===== config.mk =====
export PLATFORM = sky130hd
export DESIGN_NAME = lfsr_seq_ctrl
export DESIGN_NICKNAME = d
export VERILOG_FILES = /design/src/rtl/lfsr_seq_ctrl.sv
export SDC_FILE = /design/constraint.sdc
export NUM_CORES = 1
export LEC_CHECK = 0
export CAP_MARGIN = 40
export CORE_MARGIN = 4
export CORE_UTILIZATION = 48
export CTS_CLUSTER_SIZE = 25
export DETAILED_ROUTE_END_ITERATION = 7
export GPL_TIMING_DRIVEN = 0
export PLACE_DENSITY = 0.83
export SYNTH_ARGS = -nofsm -noshare
export SYNTH_HDL_FRONTEND = slang
export SYNTH_SLANG_ARGS = --single-unit

===== constraint.sdc =====
create_clock -name clk -period 3.1 [get_ports clk]
set_input_delay 0.62 -clock clk [delete_from_list [all_inputs] [get_ports clk]]
set_output_delay 0.62 -clock clk [all_outputs]
set_load 0.1 [all_outputs]

===== src/rtl/lfsr_seq_ctrl.sv =====
// Sequencer/arbiter for a shared LFSR: seeding, warm-up, round-robin word grants, lockup reseed.
// Optional period monitor enabled by defining LFSR_PERIOD_MON_EN.
module lfsr_seq_ctrl #(
    parameter int unsigned    W            = 4,
    parameter int unsigned    NREQ         = 4,
    parameter int unsigned    SEED_HOLD    = 2,
    parameter logic [W-1:0]   DEFAULT_SEED = {W{1'b1}}
) (
    input  logic              clk,
    input  logic              rst,
    input  logic [W-1:0]      cfg_seed,
    input  logic              cfg_sel,
    input  logic              cfg_load,
    input  logic [NREQ-1:0]   req,
    output logic [NREQ-1:0]   gnt,
    output logic [W-1:0]      rnd_data,
    output logic              rnd_valid,
    output logic              busy,
    output logic              lockup,
    output logic              lfsr_rst,
    output logic              lfsr_sel,
    output logic [W-1:0]      lfsr_seed,
`ifdef LFSR_PERIOD_MON_EN
    output logic [W:0]        period,
    output logic              period_valid,
`endif
    input  logic [W-1:0]      lfsr_state
);

    localparam int unsigned PW = (NREQ > 1) ? $clog2(NREQ) : 1;
    localparam int unsigned CW = (SEED_HOLD > 1) ? $clog2(SEED_HOLD) : 1;
    localparam logic [CW-1:0] HOLD_LAST = CW'(SEED_HOLD - 1);
    localparam logic [PW-1:0] PTR_LAST  = PW'(NREQ - 1);
    localparam logic [PW:0]   NREQ_W    = (PW+1)'(NREQ);

    typedef enum logic [1:0] {ST_SEED, ST_WARM, ST_RUN} state_e;

    state_e            state_q, state_d;
    logic [CW-1:0]     cnt_q, cnt_d;
    logic              fresh_q, fresh_d;
    logic [PW-1:0]     ptr_q, ptr_d;
    logic [NREQ-1:0]   gnt_q, gnt_d;
    logic [W-1:0]      rnd_data_q, rnd_data_d;
    logic              rnd_valid_q, rnd_valid_d;
    logic              lockup_q, lockup_d;
    logic              sel_q, sel_d;
    logic [W-1:0]      seed_q, seed_d;

    logic              lock;
    logic              hit;
    logic [PW-1:0]     gidx;
    logic [PW-1:0]     cand;
    logic [PW:0]       sum;

    assign lock = (state_q == ST_RUN) && (lfsr_state == '0);

    always_ff @(posedge clk or negedge rst) begin
        if (!rst) begin
            state_q     <= ST_SEED;
            cnt_q       <= '0;
            fresh_q     <= 1'b1;
            ptr_q       <= '0;
            gnt_q       <= '0;
            rnd_data_q  <= '0;
            rnd_valid_q <= 1'b0;
            lockup_q    <= 1'b0;
            sel_q       <= 1'b0;
            seed_q      <= DEFAULT_SEED;
        end else begin
            state_q     <= state_d;
            cnt_q       <= cnt_d;
            fresh_q     <= fresh_d;
            ptr_q       <= ptr_d;
            gnt_q       <= gnt_d;
            rnd_data_q  <= rnd_data_d;
            rnd_valid_q <= rnd_valid_d;
            lockup_q    <= lockup_d;
            sel_q       <= sel_d;
            seed_q      <= seed_d;
        end
    end

    // The first edge after reset release acts as the SEED entry edge, so the
    // hold count is the same whether SEED is entered from reset or from a reseed.
    always_comb begin
        state_d  = state_q;
        cnt_d    = cnt_q;
        fresh_d  = 1'b0;
        seed_d   = seed_q;
        sel_d    = sel_q;
        lockup_d = 1'b0;
        if (cfg_load) begin
            seed_d  = (cfg_seed == '0) ? DEFAULT_SEED : cfg_seed;
            sel_d   = cfg_sel;
            state_d = ST_SEED;
            cnt_d   = '0;
        end else if (lock) begin
            seed_d   = DEFAULT_SEED;
            lockup_d = 1'b1;
            state_d  = ST_SEED;
            cnt_d    = '0;
        end else begin
            case (state_q)
                ST_SEED: begin
                    if (!fresh_q) begin
                        if (cnt_q == HOLD_LAST) begin
                            state_d = ST_WARM;
                            cnt_d   = '0;
                        end else begin
                            cnt_d = cnt_q + 1'b1;
                        end
                    end
                end
                ST_WARM: state_d = ST_RUN;
                default: state_d = ST_RUN;
            endcase
        end
    end

    always_comb begin
        gnt_d       = '0;
        hit         = 1'b0;
        gidx        = ptr_q;
        ptr_d       = ptr_q;
        sum         = '0;
        cand        = '0;
        if (state_q == ST_RUN && !lock) begin
            for (int unsigned i = 0; i < NREQ; i++) begin
                sum = {1'b0, ptr_q} + (PW+1)'(i);
                if (sum >= NREQ_W) sum = sum - NREQ_W;
                cand = sum[PW-1:0];
                if (!hit && req[cand]) begin
                    hit  = 1'b1;
                    gidx = cand;
                end
            end
        end
        if (hit) begin
            gnt_d[gidx] = 1'b1;
            ptr_d       = (gidx == PTR_LAST) ? '0 : gidx + 1'b1;
        end
        rnd_data_d  = hit ? lfsr_state : rnd_data_q;
        rnd_valid_d = hit;
    end

    always_comb begin
        busy      = (state_q != ST_RUN);
        lfsr_rst  = (state_q == ST_SEED);
        gnt       = gnt_q;
        rnd_data  = rnd_data_q;
        rnd_valid = rnd_valid_q;
        lockup    = lockup_q;
        lfsr_sel  = sel_q;
        lfsr_seed = seed_q;
    end

`ifdef LFSR_PERIOD_MON_EN
    logic [W-1:0] ref_q, ref_d;
    logic [W:0]   pcnt_q, pcnt_d;
    logic [W:0]   period_q, period_d;
    logic         pv_q, pv_d;

    always_ff @(posedge clk or negedge rst) begin
        if (!rst) begin
            ref_q    <= '0;
            pcnt_q   <= '0;
            period_q <= '0;
            pv_q     <= 1'b0;
        end else begin
            ref_q    <= ref_d;
            pcnt_q   <= pcnt_d;
            period_q <= period_d;
            pv_q     <= pv_d;
        end
    end

    // pcnt_q counts RUN edges since the reference was taken, so the edge that
    // sees the reference again reports pcnt_q + 1.
    always_comb begin
        ref_d    = ref_q;
        pcnt_d   = pcnt_q;
        period_d = period_q;
        pv_d     = 1'b0;
        if (cfg_load || lock) begin
            period_d = '0;
            pcnt_d   = '0;
        end else if (state_q == ST_WARM) begin
            ref_d  = lfsr_state;
            pcnt_d = '0;
        end else if (state_q == ST_RUN && pcnt_q != '1) begin
            if (lfsr_state == ref_q) begin
                period_d = pcnt_q + 1'b1;
                pv_d     = 1'b1;
                pcnt_d   = '0;
            end else begin
                pcnt_d = pcnt_q + 1'b1;
            end
        end
    end

    assign period       = period_q;
    assign period_valid = pv_q;
`endif

endmodule

; After elaboration in Yosys (flattened, before gate mapping)
; Index checks and enable logic that the tools add are counted.
[op_classes]
magnitude_cmp = 10
muxes = 48
n_addsub = 9
n_eq_ne = 6
n_reduce_logical = 17
[op_table]
columns = cell, count
row1 = 2-bit two-way mux, 19
row2 = 1-bit two-way mux, 20
row3 = 4-bit two-way mux, 4
row4 = 2-bit by 3-bit less-than comparator with 1-bit output (second input constant), 5
row5 = 3-bit greater-or-equal comparator (second input constant), 3
row6 = 1-bit binary-select mux with 2-bit select, 4
row7 = 4-bit logical NOT, 2
row8 = 2-bit by 1-bit subtractor with 2-bit output (second input constant), 4
row9 = 2-bit by 2-bit adder with 3-bit output (second input constant), 2
row10 = 1-bit logical AND, 6
row11 = 2-bit equality test (second input constant), 2
row12 = 1-bit logical NOT, 4
row13 = 4-bit by 2-bit inequality test with 1-bit output (second input constant), 1
row14 = 4-bit by 3-bit inequality test with 1-bit output (second input constant), 1
row15 = 2-bit AND reduction, 2
row16 = 2-bit by 1-bit adder with 3-bit output (second input constant), 1
row17 = 2-bit by 3-bit greater-or-equal comparator with 1-bit output (second input constant), 1
row18 = 3-bit by 2-bit inequality test with 1-bit output (second input constant), 1
row19 = 3-bit nonzero test, 1
row20 = 2-bit by 1-bit adder with 2-bit output (second input constant), 1
row21 = 1-bit demux with 2-bit select, 1
row22 = 2-bit by 1-bit greater-or-equal comparator with 1-bit output (second input constant), 1
row23 = 2-bit logical NOT, 1
row24 = 2-bit inequality test (second input constant), 1
row25 = 2 further kinds, 2
[totals]
input_bits = 16
regBits = 21
wordCells = 100

; Depth between registers and ports, before layout
[depth]
depth_word = 26
depth_mapped = 8

; Worst setup path after synthesis
; Ideal clock, no wire load.
[synth_timing]
path_kind = register to output
start = reg state_q[1]
end = out lfsr_rst
path_slack_ns = 0.794
required_ns = 2.480
t_arrival_ns = 1.686
path_stages_with_launch = 2
path_cell_list = dfrtp_1 nor2_1
[synth_via]
elab_chain_cells = 1
[synth_rtl]
columns = item, line_no
row1 = "start, declared", 38  ; state_e state_q, state_d;
row2 = "start signal, assigned", 70  ; state_q <= state_d;
row3 = 2-bit logical NOT, 148  ; lfsr_rst = (state_q == ST_SEED);
row4 = "end, declared", 20  ; output logic lfsr_rst,
; No other way between the ends.

; Worst setup path in the final report
[layout_timing]
start = in req[3]
end = reg ptr_q[1]
[layout_via]
elab_chain_cells = 18
[layout_rtl]
columns = item, line_no
row1 = "start, declared", 14  ; input logic [NREQ-1:0] req,
row2 = 1-bit binary-select mux with 2-bit select, 132  ; if (!hit && req[cand]) begin
row3 = 1-bit two-way mux (not written as such), 132
row4 = 1-bit two-way mux, 132
row5 = 1-bit two-way mux, 127  ; if (state_q == ST_RUN && !lock) begin
row6 = 1-bit logical NOT, 132
row7 = 1-bit logical AND, 132
row8 = 1-bit two-way mux, 132
row9 = 1-bit two-way mux, 127
row10 = [... 2 more ...], n/a
row11 = 1-bit two-way mux, 132
row12 = 1-bit two-way mux, 127
row13 = 1-bit logical NOT, 132
row14 = 1-bit logical AND, 132
row15 = 2-bit two-way mux, 132
row16 = 2-bit two-way mux, 127
row17 = 2-bit by 1-bit adder with 2-bit output / 2-bit equality test (equally long branches), 140  ; ptr_d = (gidx == PTR_LAST) ? '0 : gidx + 1'b1;
row18 = 2-bit two-way mux, 140
row19 = "end signal, assigned", 73  ; ptr_q <= ptr_d;
row20 = "end, declared", 41  ; logic [PW-1:0] ptr_q, ptr_d;
; Parallel ways exist; a longest one is shown, timed or not. The select of a mux whose other input is x is not followed.
; A chain may end at the register's enable or synchronous reset.

==> impl_metrics.csv <==
group,metric,value,unit
synth,postSynthRegisterBits,21,
worst_setup_path,worst_ep_arrival_time,2.66,ns
floorplan,initial_core_util,51.1,%
global_routing,grt_pass1_wl,4.37,mm
sta,worstMarginPinSlew,0.736,ns
sta,finalSetupTns,0,ns
worst_setup_path,critical_path_required,3.30,ns
sta,hold_viol,0,
floorplan,ios,33,
routing,first_pass_iters,4,
clock_network,postCtsSetupBuffers,0,
clock_network,clockBufferDepth,2,
sta,fin_crit_sh,79.3,%
run_status,status,"finished, final reports clean",
sta,maxSlewViolCount,0,
sta,max_slew_margin,50.3,%
power,ir_worst_vdd,0.602,mV
floorplan,die_y,54.0,microns
synth,netlist.area_leader.share,39.5,%
clock_network,worst_skew_pair.late_latency,0.31,ns
routing,vias,858,
placement,place_congestion,0.729,
synth,synthDistinctLibCells,34,
worst_hold_path,hold_path.class,"reg -> reg",
power,leakage,0.731,nW
finish,antennaDiodeCount,0,
flow_run,cap_violations,0,
worst_setup_path,crit_type,"in -> reg",
synth,syn_inst,81,
routing,avgRoutedWirePerCell,16.8,microns
routing,drt-total-wl,2.72,mm
finish,drive_gt1_share,28.9,%
finish,nNetsFinal,156,
worst_setup_path,cp-startpoint,"req[3]",
synth,netlist_top_cells_area,"dfrtp_1 (40%), dfstp_2 (13%), mux2_4 (7.4%)",
synth,syn_area,1010,sq um
global_routing,grt_overflow,0,
worst_setup_path,cp_max_fo,6,
worst_setup_path,cp_slowest_cell,"clkdlybuf4s50_1",
synth,seq_area_frac_synth,52.5,%
power,total_power,1.24,mW
sta,min_period,2.46,ns
worst_setup_path,r2r_cells,6,
worst_setup_path,worstReg2RegStart,"ptr_q[0]$_DFFE_PN0P_",
placement,dp_hpwl,2.31,mm
clock_network,cts.sinks,21,
routing,drcViolationCount,0,
synth,synth_warnings,0,
worst_setup_path,cp-endpoint,"ptr_q[1]$_DFFE_PN0P_",
clock_network,cts-root-buf,"clkbuf_4",
global_routing,grt_use_total,22.5,%
sta,finalClockSkew,0.00729,ns
synth,synthArstFlopShare,100,%
synth,synth.avg_cell_area,12.5,sq um
clock_network,cts_hold_buf,0,
placement,port-buffer-count,32,
clock_network,clk_pin_slew,0.12,ns
synth,yosysTopAreaCell,"dfrtp_1",
synth,synth-edff-count,0,
sta,rsz0062_at_grt,"false",
worst_setup_path,cp-start-kind,"input port",
floorplan,die-area,2910,sq um
floorplan,core,1980,sq um
clock_network,htreeDepth,1,
floorplan,rows,16,
sta,fmax,407,MHz
worst_setup_path,crit_path_cell_trace,"clkdlybuf4s50_1, nor2_1, or4_1, nand4_1, nand2_2, xnor2_1, ha_1, mux2_4",
clock_network,cts_resized,0,
power,power.density,741,nW/um^2
finish,syn2layout_area_growth,64.6,%
global_routing,grt_pass1_vias,921,
routing,via_per_inst,5.30,
synth,synth_nets,101,
synth,synth_flop_cell,"dfrtp_1",
global_routing,grt_max_degree,17,
routing,drt_iter0_markers,7,
sta,setup_violations,0,
worst_setup_path,r2r_setup_slack,1.04,ns
worst_setup_path,slowest_delay,0.56,ns
worst_setup_path,r2r-end,"ptr_q[1]$_DFFE_PN0P_",
global_routing,antenna_found_initial,0,
routing,postRouteAntennaNets,0,
clock_network,cts_made_buffers,3,
clock_network,cts_tree,"built",
worst_setup_path,cp-end-kind,"flop",
floorplan,die_x,54.0,microns
## cells in the final DEF, fill, tap and decap left out, types with 2 or more instances in the layout
cell type and count:
nor2b_1 2, nor2_1 8, clkbuf_4 3, dfstp_2 5
buf_6 2, mux2_4 5, clkdlybuf4s50_1 32, nor3_1 2
and3b_1 2, ha_1 4, xnor2_1 2, nand2b_1 3
xor2_1 2, buf_8 18, dfrtp_1 16, and2_1 4
o22a_1 4
## critical path: cells and delay by family
kind          cells  cell delay (ns)
xor+xnor          1             0.23
fa+ha+maj         1             0.28
buf+inv           1             0.56
mux               1             0.26
simple gates      4             0.70
## sequential cells by signal (all words and copies together) (netlist names)
| signal | cells |
|---|---|
| gnt | 4 |
| fresh_q | 1 |
| cnt_q | 1 |
| rnd_valid | 1 |
| state_q | 2 |
| lfsr_seed | 4 |
| lfsr_sel | 1 |
| ptr_q | 2 |
| lockup | 1 |
| rnd_data | 4 |
## worst min path at each step
| stage | cells past startpoint | from | endpoint | slack (ns) |
|---|---|---|---|---|
| after CTS | 1 | lfsr_sel$_DFFE_PN0P_ | lfsr_sel$_DFFE_PN0P_ | 0.53 |
| after floorplan | 0 | rst | cnt_q$_DFFE_PN0P_ | 0.32 |
| final | 1 | lfsr_sel$_DFFE_PN0P_ | lfsr_sel$_DFFE_PN0P_ | 0.53 |
| after detailed placement | 1 | lfsr_sel$_DFFE_PN0P_ | lfsr_sel$_DFFE_PN0P_ | 0.50 |
| after global placement | 1 | lfsr_sel$_DFFE_PN0P_ | lfsr_sel$_DFFE_PN0P_ | 0.49 |
| after global routing | 1 | rst | lfsr_sel$_DFFE_PN0P_ | 0.54 |
## metal layers
metal | global-route usage, % | wire [microns]
met1 | 22.2 | 996
met2 | 44.8 | 1530
met3 | 2.77 | 121
met4 | 11.5 | 72
met5 | 0 | 0
## cells in the mapped netlist, types with 2 or more instances
cell,instances
and2_1,4
mux2_4,5
ha_1,4
xor2_1,2
nor2b_1,2
buf_6,2
and3b_1,2
dfstp_2,5
nor2_1,8
nor3_1,2
nand2b_1,3
o22a_1,4
xnor2_1,2
dfrtp_1,16
## stage by stage
stage | cell area (sq um) | hold slack, ns | std cells | util, % | worst slack, ns
floorplan | 1010 | 0.324 | 81 | - | 0.794
global placement | 1370 | 0.489 | 140 | 69.0 | 0.375
detailed placement | 1640 | 0.498 | 158 | 82.6 | 0.298
CTS | 1670 | 0.526 | 162 | 84.2 | 0.634
global route | 1670 | 0.544 | 162 | 84.2 | 0.530
finish | 1670 | 0.526 | 162 | 84.2 | 0.641
## power by group
| group | total (mW) | switching, mW | leakage, nW | internal [mW] |
|---|---|---|---|---|
| Combinational | 0.730 | 0.433 | 0.458 | 0.297 |
| Sequential | 0.373 | 0.0425 | 0.258 | 0.330 |
| Clock | 0.133 | 0.0839 | 0.0139 | 0.0493 |
## area by class of cell
cell class | count | area (sq um)
clock inverter | 1 | 7.51
buffer | 2 | 22.5
timing repair buffer | 50 | 591
tap | 27 | 33.8
fill | 101 | 314
clock buffer | 3 | 22.5
sequential | 21 | 532
multi-input combinational | 57 | 455
inverter | 1 | 3.75
## cells by family after synthesis
group / synth area share (%)
buffers and inverters: 2.59
AOI/OAI and AO/OA: 9.14
muxes: 8.52
DFF: 52.5
other: 0.370
xor gates and xnor gates: 3.46
adders and majority gates: 4.94
and+or+nand+nor: 18.5
Power figures use the tool's default switching activity.
